`src/rtl/serial_fa_adder_if.sv`:
```
// Operand/result handshake bundle for the bit-serial full-adder sequencer.
// The slave side is the adder; the master side is whoever supplies operands and takes results.
interface serial_fa_adder_if #(
  parameter int WIDTH = 8
);
  logic             in_valid;
  logic             in_ready;
  logic [WIDTH-1:0] a;
  logic [WIDTH-1:0] b;
  logic             cin;
  logic             out_valid;
  logic             out_ready;
  logic [WIDTH-1:0] sum;
  logic             cout;
  logic             ovf;
  logic             busy;

  modport slave (
    input  in_valid, a, b, cin, out_ready,
    output in_ready, out_valid, sum, cout, ovf, busy
  );

  modport master (
    output in_valid, a, b, cin, out_ready,
    input  in_ready, out_valid, sum, cout, ovf, busy
  );
endinterface

```
`src/rtl/serial_fa_adder.sv`:
```
// Bit-serial adder: sequences one full-adder cell LSB-first over WIDTH clocks and
// returns sum, carry-out and signed overflow through a valid/ready handshake.
module serial_fa_adder #(
  parameter int WIDTH = 8
) (
  input  logic            clk,
  input  logic            rst_n,
  serial_fa_adder_if.slave bus
);

  localparam int CNT_W = (WIDTH > 1) ? $clog2(WIDTH) : 1;

  localparam logic [1:0] S_IDLE = 2'd0;
  localparam logic [1:0] S_RUN  = 2'd1;
  localparam logic [1:0] S_DONE = 2'd2;

  localparam logic [CNT_W-1:0] LAST_BIT = CNT_W'(WIDTH - 1);

  // Returns {carry, sum} of a one-bit full adder.
  function automatic logic [1:0] full_add(input logic x, input logic y, input logic c);
    return {(x & y) | (x & c) | (y & c), x ^ y ^ c};
  endfunction

  logic [1:0]       state_q, state_d;
  logic [WIDTH-1:0] a_sr_q, a_sr_d;
  logic [WIDTH-1:0] b_sr_q, b_sr_d;
  // Only WIDTH-1 sum bits need storing; the MSB comes straight from the cell on the last step.
  logic [WIDTH-2:0] s_sr_q, s_sr_d;
  logic             carry_q, carry_d;
  logic [CNT_W-1:0] cnt_q, cnt_d;
  logic [WIDTH-1:0] sum_q, sum_d;
  logic             cout_q, cout_d;
  logic             ovf_q, ovf_d;

  logic [1:0]       fa;
  logic             fa_s;
  logic             fa_c;

  assign fa   = full_add(a_sr_q[0], b_sr_q[0], carry_q);
  assign fa_s = fa[0];
  assign fa_c = fa[1];

  always_comb begin
    state_d = state_q;
    a_sr_d  = a_sr_q;
    b_sr_d  = b_sr_q;
    s_sr_d  = s_sr_q;
    carry_d = carry_q;
    cnt_d   = cnt_q;
    sum_d   = sum_q;
    cout_d  = cout_q;
    ovf_d   = ovf_q;
    case (state_q)
      S_IDLE: begin
        if (bus.in_valid) begin
          a_sr_d  = bus.a;
          b_sr_d  = bus.b;
          carry_d = bus.cin;
          cnt_d   = '0;
          state_d = S_RUN;
        end
      end
      S_RUN: begin
        a_sr_d  = a_sr_q >> 1;
        b_sr_d  = b_sr_q >> 1;
        s_sr_d  = (WIDTH-1)'({fa_s, s_sr_q} >> 1);
        carry_d = fa_c;
        if (cnt_q == LAST_BIT) begin
          // carry_q here is the carry into the MSB, fa_c the carry out of it.
          sum_d   = {fa_s, s_sr_q};
          cout_d  = fa_c;
          ovf_d   = carry_q ^ fa_c;
          state_d = S_DONE;
        end else begin
          cnt_d = cnt_q + CNT_W'(1);
        end
      end
      S_DONE: begin
        if (bus.out_ready) begin
          state_d = S_IDLE;
        end
      end
      default: begin
        state_d = S_IDLE;
      end
    endcase
  end

  always_ff @(posedge clk or negedge rst_n) begin
    if (!rst_n) begin
      state_q <= S_IDLE;
      a_sr_q  <= '0;
      b_sr_q  <= '0;
      s_sr_q  <= '0;
      carry_q <= 1'b0;
      cnt_q   <= '0;
      sum_q   <= '0;
      cout_q  <= 1'b0;
      ovf_q   <= 1'b0;
    end else begin
      state_q <= state_d;
      a_sr_q  <= a_sr_d;
      b_sr_q  <= b_sr_d;
      s_sr_q  <= s_sr_d;
      carry_q <= carry_d;
      cnt_q   <= cnt_d;
      sum_q   <= sum_d;
      cout_q  <= cout_d;
      ovf_q   <= ovf_d;
    end
  end

  assign bus.in_ready  = (state_q == S_IDLE);
  assign bus.out_valid = (state_q == S_DONE);
  assign bus.busy      = (state_q == S_RUN);
  assign bus.sum       = sum_q;
  assign bus.cout      = cout_q;
  assign bus.ovf       = ovf_q;

endmodule

```
`src/flat_wrapper.sv`:
```
// flat-port wrapper written by rule: the top's interface ports become plain ports
module serial_fa_adder_flat 
#(
  parameter int WIDTH = 8
)
  (clk, rst_n, bus_in_valid, bus_a, bus_b, bus_cin, bus_out_ready, bus_in_ready, bus_out_valid, bus_sum, bus_cout, bus_ovf, bus_busy);
  serial_fa_adder_if #(.WIDTH(WIDTH)) bus_i ();
  input  logic clk;
  input  logic rst_n;
  input wire logic [$bits(bus_i.in_valid)-1:0] bus_in_valid;
  input wire logic [$bits(bus_i.a)-1:0] bus_a;
  input wire logic [$bits(bus_i.b)-1:0] bus_b;
  input wire logic [$bits(bus_i.cin)-1:0] bus_cin;
  input wire logic [$bits(bus_i.out_ready)-1:0] bus_out_ready;
  output wire logic [$bits(bus_i.in_ready)-1:0] bus_in_ready;
  output wire logic [$bits(bus_i.out_valid)-1:0] bus_out_valid;
  output wire logic [$bits(bus_i.sum)-1:0] bus_sum;
  output wire logic [$bits(bus_i.cout)-1:0] bus_cout;
  output wire logic [$bits(bus_i.ovf)-1:0] bus_ovf;
  output wire logic [$bits(bus_i.busy)-1:0] bus_busy;
  assign bus_i.in_valid = bus_in_valid;
  assign bus_i.a = bus_a;
  assign bus_i.b = bus_b;
  assign bus_i.cin = bus_cin;
  assign bus_i.out_ready = bus_out_ready;
  assign bus_in_ready = bus_i.in_ready;
  assign bus_out_valid = bus_i.out_valid;
  assign bus_sum = bus_i.sum;
  assign bus_cout = bus_i.cout;
  assign bus_ovf = bus_i.ovf;
  assign bus_busy = bus_i.busy;
  serial_fa_adder #(.WIDTH(WIDTH)) u_core (.clk(clk), .rst_n(rst_n), .bus(bus_i));
endmodule
```
`config.mk`:
```
export PLATFORM = sky130hd
export DESIGN_NAME = serial_fa_adder_flat
export DESIGN_NICKNAME = d
export VERILOG_FILES = /design/src/rtl/serial_fa_adder_if.sv /design/src/rtl/serial_fa_adder.sv /design/src/flat_wrapper.sv
export SDC_FILE = /design/constraint.sdc
export NUM_CORES = 1
export LEC_CHECK = 0
export CORE_MARGIN = 1
export CORE_UTILIZATION = 55
export DETAILED_ROUTE_END_ITERATION = 8
export MAX_ROUTING_LAYER = met4
export PLACE_DENSITY = 0.83
export SYNTH_ARGS = -nofsm -noshare
export SYNTH_HDL_FRONTEND = slang
export SYNTH_SLANG_ARGS = --single-unit
```
`constraint.sdc`:
```
create_clock -name clk -period 4.3 [get_ports clk]
set_input_delay 0.86 -clock clk [delete_from_list [all_inputs] [get_ports clk]]
set_output_delay 0.86 -clock clk [all_outputs]
set_load 0.005 [all_outputs]
```
[After elaboration in Yosys (flattened, before gate mapping)]
Index checks and enable logic that the tools add are counted.
Word-level totals
  word-level logic and storage cells: 44
  flip-flop bits (word level): 39
  bits of input ports: 21
Operators by class
  $add $sub $neg: 1
  multiplexer cells: 13
  bitwise gates (word level): 8
  eq/ne operators: 7
  reductions and logical operators: 6
Operators with widths (number)
  $pmux 8 s2: 2
  $mux 8: 2
  $mux 2: 3
  $mux 3: 2
  $ne 2x2->1 const B: 3
  $pmux 2 s3: 1
  $pmux 3 s2: 1
  $reduce_and 3->1: 2
  $reduce_and 2->1: 2
  $add 3x1->3 const B: 1
  $and 1x1->1: 3
  $eq 3x3->1 const B: 1
  $xor 1x1->1: 3
  $eq 2x1->1 const B: 1
  $eq 2x2->1 const B: 1
  $logic_not 2->1: 1
  $ne 2x1->1 const B: 1
  $or 1x1->1: 2
  $pmux 1 s2: 1
  $reduce_bool 2->1: 1
  $mux 1: 1

[Depth between registers and ports, before layout]
Gate-level depths: netlist of the first run.
  depth after elaboration: 4
  depth in mapped cells: 5
  depth with buffers taken out: 4

[Worst setup path before layout of the first run]
Ideal clock, no wire load.
  path type: flip-flop to output port
  start point: reg u_core.state_q[0]
  end point: out bus_busy
  cell stages (with the launch flop): 6
  setup slack: 2492 ps
  arrival time: 948 ps
  buffers on the path: 3
  required time: 3440 ps
  path through: dfrtp_1 buf_6 nand2b_1 buf_2 buf_2 inv_1
Between the ends
  word-level cells in the longest chain between the ends: 1
Ends and longest elaborated chain
  start: declaration: line serial_fa_adder.sv:24  | logic [1:0] state_q, state_d;
  start signal: assignment: line serial_fa_adder.sv:101  | state_q <= state_d;
  $eq 2x1->1: line serial_fa_adder.sv:115  | assign bus.busy = (state_q == S_RUN);
  end: declaration: line flat_wrapper.sv:20  | output wire logic [$bits(bus_i.busy)-1:0] bus_busy;
Every way passes these cells.

[Final worst setup path of the first run]
Same ends and word-level chain as after synthesis.

==> metrics.cfg, run 1 <==
[detailed_routing]
firstDrtPassIters = 4
routed_wl_mm = 3.55
ant_nets = 0
drtIter0Drc = 61
drc = 0
vias = 1286
viasPerCell = 5.87
wl_per_cell_um = 16.2

[critical_path]
critPathMaxStageDelay_ns = 1.03
crit_chain = nand2b_1 > inv_1 > clkdlybuf4s50_1
critPathTopFamily = flip-flops
critPathLaunchType = flip-flop
cp_data_required_time_ns = 3.44
critPathBufInv = 2
critPathKind = flip-flop to primary output
r2r_cells = 2
slowest_stage = dfrtp_1
endpoint_kind = primary output
crit_fanout = 37
cp_num_cells = 3
critPathArrivalTime_ns = 2.13

[clock_tree]
h-tree-depth = 2
post_cts.repair.setup_buffers = 0
cts.sinks = 39
clkLatencyLatePin_ns = 0.36
cts_tree = yes
clk_pin_slew_ns = 0.11
postCtsHoldBufs = 0
cts_resized = 0
root_buffer = clkbuf_4
cts_buffers = 5
clockBufferDepth = 2

[global_routing]
grt_max_degree = 40
antenna_found_initial = 0
grt_pass1_vias = 1258
overflow = 0
grtUsageTotal_pct = 24.2
grt_first_pass_wirelength_mm = 6.02

[sta]
fmax_mhz = 335
relSlewSlack_pct = 32.1
rsz0062_at_grt = no
hold_viol_final = 0
slew_violations = 0
setup_viol = 0
period_share_pct = 69.5
fin_setup_tns_ns = 0
fin_skew_ns = 0.0137
fin_crit_ns = 2.99
tightest_slew_ns = 1.02

[synthesis]
ys_seq_area_share_pct = 53.1
syn_area_um2 = 1840
synth_cell_type_count = 28
synthCells = 146
ys_ff_latch = 39
syn_nets = 170
syn_avg_cell_area_um2 = 12.6
yosysWarnings = 0

[final_layout]
diodes = 0
drive_above_1_share_pct = 21.7
syn2layout_area_growth_pct = 21.2
stdcell_count = 219
num-fill-cells = 263
nNetsFinal = 198

[floorplanning]
core_area_um2 = 3100
initial_utilization_pct = 59.2
num_rows = 20
ios = 34
dieHeight_um = 59.8
die_width_um = 59.8
dieArea_um2 = 3570

[min_path]
hold_path_class = flip-flop to flip-flop
hold_path_depth = 1

[pwr]
peakVddDrop_mv = 0.302
p_clk_share_pct = 14.8
power.static_leakage_uw = 0.000931
power-per-cell-area_nw_per_um2 = 666
combPwrFrac_pct = 38.8
p_int_uw = 994
power.share.sequential_pct = 46.4
power_uw = 1480
p_sw_share_pct = 32.9
net-switching-power_uw = 488

[run]
cap_violations = 0

[place]
dp_cells = 211
placement.io_buffers = 33
gp_congestion = 0.729
hpwl_mm = 2.36

[run_status]
outcome = finished clean

==> worst paths after layout <==
path	endpoint	start	slack [ns]
max	bus_busy	u_core.state_q[0]	1.31
min	u_core.a_sr_q[7]	u_core.a_sr_q[7]	0.51
max reg2reg	u_core.bus.cout	u_core.state_q[0]	2.05
min reg2reg	u_core.a_sr_q[7]	u_core.a_sr_q[7]	0.51
max in group asynchronous	u_core.a_sr_q[0]	rst_n	3.18
min in group asynchronous	u_core.b_sr_q[1]	rst_n	0.58
==> power groups by stage <==
stage	combinational [uW]	clock [uW]	sequential [uW]
after floorplan	432	0	628
after global placement	551	0	680
after detailed placement	580	0	696
after CTS	584	225	686
after global routing	641	242	714
final	576	219	688
==> cells in the mapped netlist <==
cell / count / area (um^2)
dfrtp_1: 39 / 976
mux2_2: 17 / 191
inv_1: 12 / 45.0
nor3b_1: 8 / 60.1
o221a_2: 8 / 90.1
or4b_1: 8 / 80.1
a211oi_1: 7 / 52.6
nor4b_1: 7 / 61.3
buf_2: 6 / 30.0
clkbuf_1: 5 / 18.8
nand2b_1: 5 / 31.3
nand3_1: 3 / 15.0
o221ai_1: 3 / 26.3
buf_6: 2 / 22.5
ha_1: 2 / 25.0
nand2_1: 2 / 7.51
a21oi_1: 1 / 5.00
a221o_1: 1 / 10.0
a32o_1: 1 / 10.0
and2_1: 1 / 6.26
fa_1: 1 / 20.0
nand3b_1: 1 / 7.51
nor2_1: 1 / 3.75
o21ai_0: 1 / 5.00
o21ba_2: 1 / 10.0
o21bai_2: 1 / 11.3
or2_2: 1 / 6.26
xor2_1: 1 / 8.76
==> stage by stage <==
step | area [um^2] | hold slack, ns | util [%] | setup slack (ns)
4_1_cts | 2230 | 0.517 | 71.7 | 1.32
6_report | 2230 | 0.511 | 71.7 | 1.31
3_5_place_dp | 2150 | 0.491 | 69.4 | 1.74
2_1_floorplan | 1840 | 0.467 | - | 2.49
3_3_place_gp | 2150 | 0.480 | 69.4 | 1.78
5_1_grt | 2230 | 0.534 | 71.7 | 1.14
==> state kept, by name, summed over array words and instances (netlist names) <==
register	count
u_core.cnt_q	3
u_core.bus.sum	8
u_core.a_sr_q	8
u_core.s_sr_q	7
u_core.carry_q	1
u_core.state_q	2
u_core.bus.cout	1
u_core.bus.ovf	1
u_core.b_sr_q	8
==> logic make-up after synthesis <==
logic type	after synthesis	share of synthesized area [%]
AOI/OAI and AO/OA	24	12.0
xor gates and xnor gates	1	0.477
adders and majority gates	3	2.45
buffers and inverters	25	6.34
DFF	39	53.1
muxes	17	10.4
and+or+nand+nor	37	15.2
==> layout by cell type (no fill, tap or decap), types with 3 or more instances in the layout <==
cell and instances:
nor3b_1 8, a211oi_1 7, or4b_1 8, dfrtp_1 39, inv_1 12, o221a_2 8
o221ai_1 3, nand3_1 3, mux2_2 17, clkdlybuf4s50_1 32, clkbuf_4 5, nor4b_1 7
nand2b_1 5
==> cell type report <==
cell class / instances / area [um^2] / area share (%)
Tap cell: 44 / 55.1 / 2.47
Inverter: 12 / 45.0 / 2.02
Timing Repair Buffer: 34 / 333 / 15.0
Sequential cell: 39 / 976 / 43.8
Clock inverter: 1 / 7.51 / 0.337
Clock buffer: 7 / 65.1 / 2.92
Multi-Input combinational cell: 82 / 744 / 33.4
==> metal layers <==
layer / vias up / track usage, % / share of wire, %
met2: 27 / 34.4 / 48
met3: 10 / 7.36 / 3.8
met4: 0 / 13.0 / 2.4
met5: - / - / 0
met1: 652 / 30.8 / 46
li1: 597 / - / -
(Power assumes the default switching activity.)
==> run 2, diff against run 1 <==
--- a/config.mk
+++ b/config.mk
@@ -6,10 +6,10 @@
 export NUM_CORES = 1
 export LEC_CHECK = 0
 export CORE_MARGIN = 1
-export CORE_UTILIZATION = 55
+export CORE_UTILIZATION = 46
 export DETAILED_ROUTE_END_ITERATION = 8
 export MAX_ROUTING_LAYER = met4
-export PLACE_DENSITY = 0.83
+export PLACE_DENSITY = 0.74
 export SYNTH_ARGS = -nofsm -noshare
 export SYNTH_HDL_FRONTEND = slang
 export SYNTH_SLANG_ARGS = --single-unit
==> constraint.sdc (replaced) <==
create_clock -name clk -period 2.43 [get_ports clk]
set_input_delay 0.486 -clock clk [delete_from_list [all_inputs] [get_ports clk]]
set_output_delay 0.486 -clock clk [all_outputs]
set_load 0.005 [all_outputs]
==> metrics.cfg, run 2 (synthesis results as in run 1) <==
[pwr]
p_sw_share_pct = 29.9  ; -3.1 points
p_int_uw = 2010  ; +100%
net-switching-power_uw = 857  ; +76%
power.share.sequential_pct = 40.5  ; -5.9 points
power.static_leakage_uw = 0.000968  ; +4.1%
p_clk_share_pct = 22.2  ; +7.4 points
power-per-cell-area_nw_per_um2 = 1240  ; +87%
peakVddDrop_mv = 0.633  ; +110%
combPwrFrac_pct = 37.3  ; -1.5 points

[clock_tree]
cts_buffers = 5  ; unchanged
cts_resized = 0  ; unchanged
cts.sinks = 39  ; unchanged
clkLatencyLatePin_ns = 0.29  ; -0.07 ns
clockBufferDepth = 2  ; unchanged
cts_tree = yes
clk_pin_slew_ns = 0.08  ; -0.03 ns
h-tree-depth = 2  ; unchanged
postCtsHoldBufs = 0  ; unchanged
post_cts.repair.setup_buffers = 0  ; unchanged
root_buffer = clkbuf_8

[place]
gp_congestion = 0.769  ; +5.5%
hpwl_mm = 2.37  ; +0.40%
placement.io_buffers = 33  ; unchanged
dp_cells = 217  ; +2.8%
post_dp_cell_area_um2 = 2170  ; +0.93%

[floorplanning]
num_rows = 22  ; +10%
dieArea_um2 = 4250  ; +19%
initial_utilization_pct = 49.1  ; -10 points
core_area_um2 = 3740  ; +21%
die_width_um = 65.2  ; +9.0%
ios = 34  ; unchanged
dieHeight_um = 65.2  ; +9.0%

[detailed_routing]
drc = 0  ; unchanged
firstDrtPassIters = 4  ; unchanged
wl_per_cell_um = 14.9  ; -7.9%
routed_wl_mm = 3.36  ; -5.4%
ant_nets = 0  ; unchanged
vias = 1282  ; -0.31%
drtIter0Drc = 41  ; -33%
viasPerCell = 5.70  ; -3.0%

[critical_path]
crit_fanout = 12  ; -68%
critPathLaunchType = flip-flop
critPathKind = flip-flop to primary output
endpoint_kind = primary output
critPathArrivalTime_ns = 1.63  ; -0.50 ns
cp_data_required_time_ns = 1.94  ; -1.50 ns

[run]
cap_violations = 0  ; unchanged

[global_routing]
grt_first_pass_wirelength_mm = 5.87  ; -2.6%
antenna_found_initial = 0  ; unchanged
grt_max_degree = 40  ; unchanged
grtUsageTotal_pct = 19.2  ; -5.0 points
overflow = 0  ; unchanged
grt_pass1_vias = 1322  ; +5.1%

[final_layout]
syn2layout_area_growth_pct = 25.5
drive_above_1_share_pct = 22.0  ; +0.32 points
stdcell_count = 225  ; +2.7%
stdcell_area_um2 = 2310  ; +3.6%
diodes = 0  ; unchanged
num-fill-cells = 313  ; +19%
layout_common_cells = dfrtp_1 (39), clkdlybuf4s50_1 (32), mux2_2 (17)
postLayoutCoreUtil_pct = 61.6  ; -10 points
nNetsFinal = 200  ; +1.0%
final_common_cell = dfrtp_1

[sta]
relSlewSlack_pct = 43.9  ; +12 points
slew_violations = 0  ; unchanged
tightest_slew_ns = 0.842  ; -0.177 ns
fin_setup_tns_ns = 0  ; unchanged
fin_crit_ns = 2.12
fin_skew_ns = 0.00916  ; -0.00457 ns
period_share_pct = 87.3
setup_viol = 0  ; unchanged
hold_viol_final = 0  ; unchanged
rsz0062_at_grt = no
fmax_mhz = 472

[min_path]
hold_path_class = input port to asynchronous set/reset pin

[run_status]
outcome = finished clean

run 2: area by class of cell:
type / count / area (um^2) / area share (%)
flip-flops and latches: 39 / 976 / 42.3
well taps: 48 / 60.1 / 2.60
clock buffers: 6 / 72.6 / 3.15
inverters: 12 / 45.0 / 1.95
repair buffers: 36 / 348 / 15.1
clock inverters: 2 / 60.1 / 2.60
multi-input cells: 82 / 744 / 32.3
run 2: path summary, 6_finish.rpt:
check,startpoint,to,slack (ns),cells past startpoint
setup reg to reg,u_core.cnt_q[0],u_core.bus.sum[4],0.61,4
hold reg to reg,u_core.bus.sum[3],u_core.bus.sum[3],0.51,1
min in group clk,u_core.bus.sum[3],u_core.bus.sum[3],0.51,1
setup / recovery,u_core.state_q[1],bus_in_ready,0.31,2
max in group asynchronous,rst_n,u_core.cnt_q[1],1.60,1
hold / removal,rst_n,u_core.b_sr_q[2],0.29,1
run 2: layer usage:
metal | share of wire (%) | global-route usage, % | up-vias
met5 | 0 | - | -
met4 | 1.6 | 8.15 | 0
met3 | 4.0 | 5.21 | 5
met2 | 50 | 31.4 | 32
met1 | 44 | 22.1 | 649
li1 | - | - | 596
run 2: worst max-delay path: stages (launching register included):
cell and delay [ns]:
dfrtp_1 0.50, nor2_1 0.28, clkdlybuf4s50_1 0.56
run 2: power groups by stage:
| stage | sequential, uW | combinational (uW) | clock [uW] |
|---|---|---|---|
| final | 1160 | 1070 | 638 |
| after global routing | 1210 | 1190 | 678 |
| after CTS | 1160 | 1090 | 648 |
| after floorplan | 1110 | 764 | 0 |
| after global placement | 1150 | 1040 | 0 |
| after detailed placement | 1180 | 1090 | 0 |
run 2: per-stage QoR:
step	worst slack [ns]	hold slack (ns)	power, uW
final	0.310	0.292	2870
after global routing	0.229	0.341	3070
after CTS	0.322	0.320	2900
after detailed placement	0.340	0.492	2260
after global placement	0.394	0.482	2190
after floorplan	0.860	0.190	1870
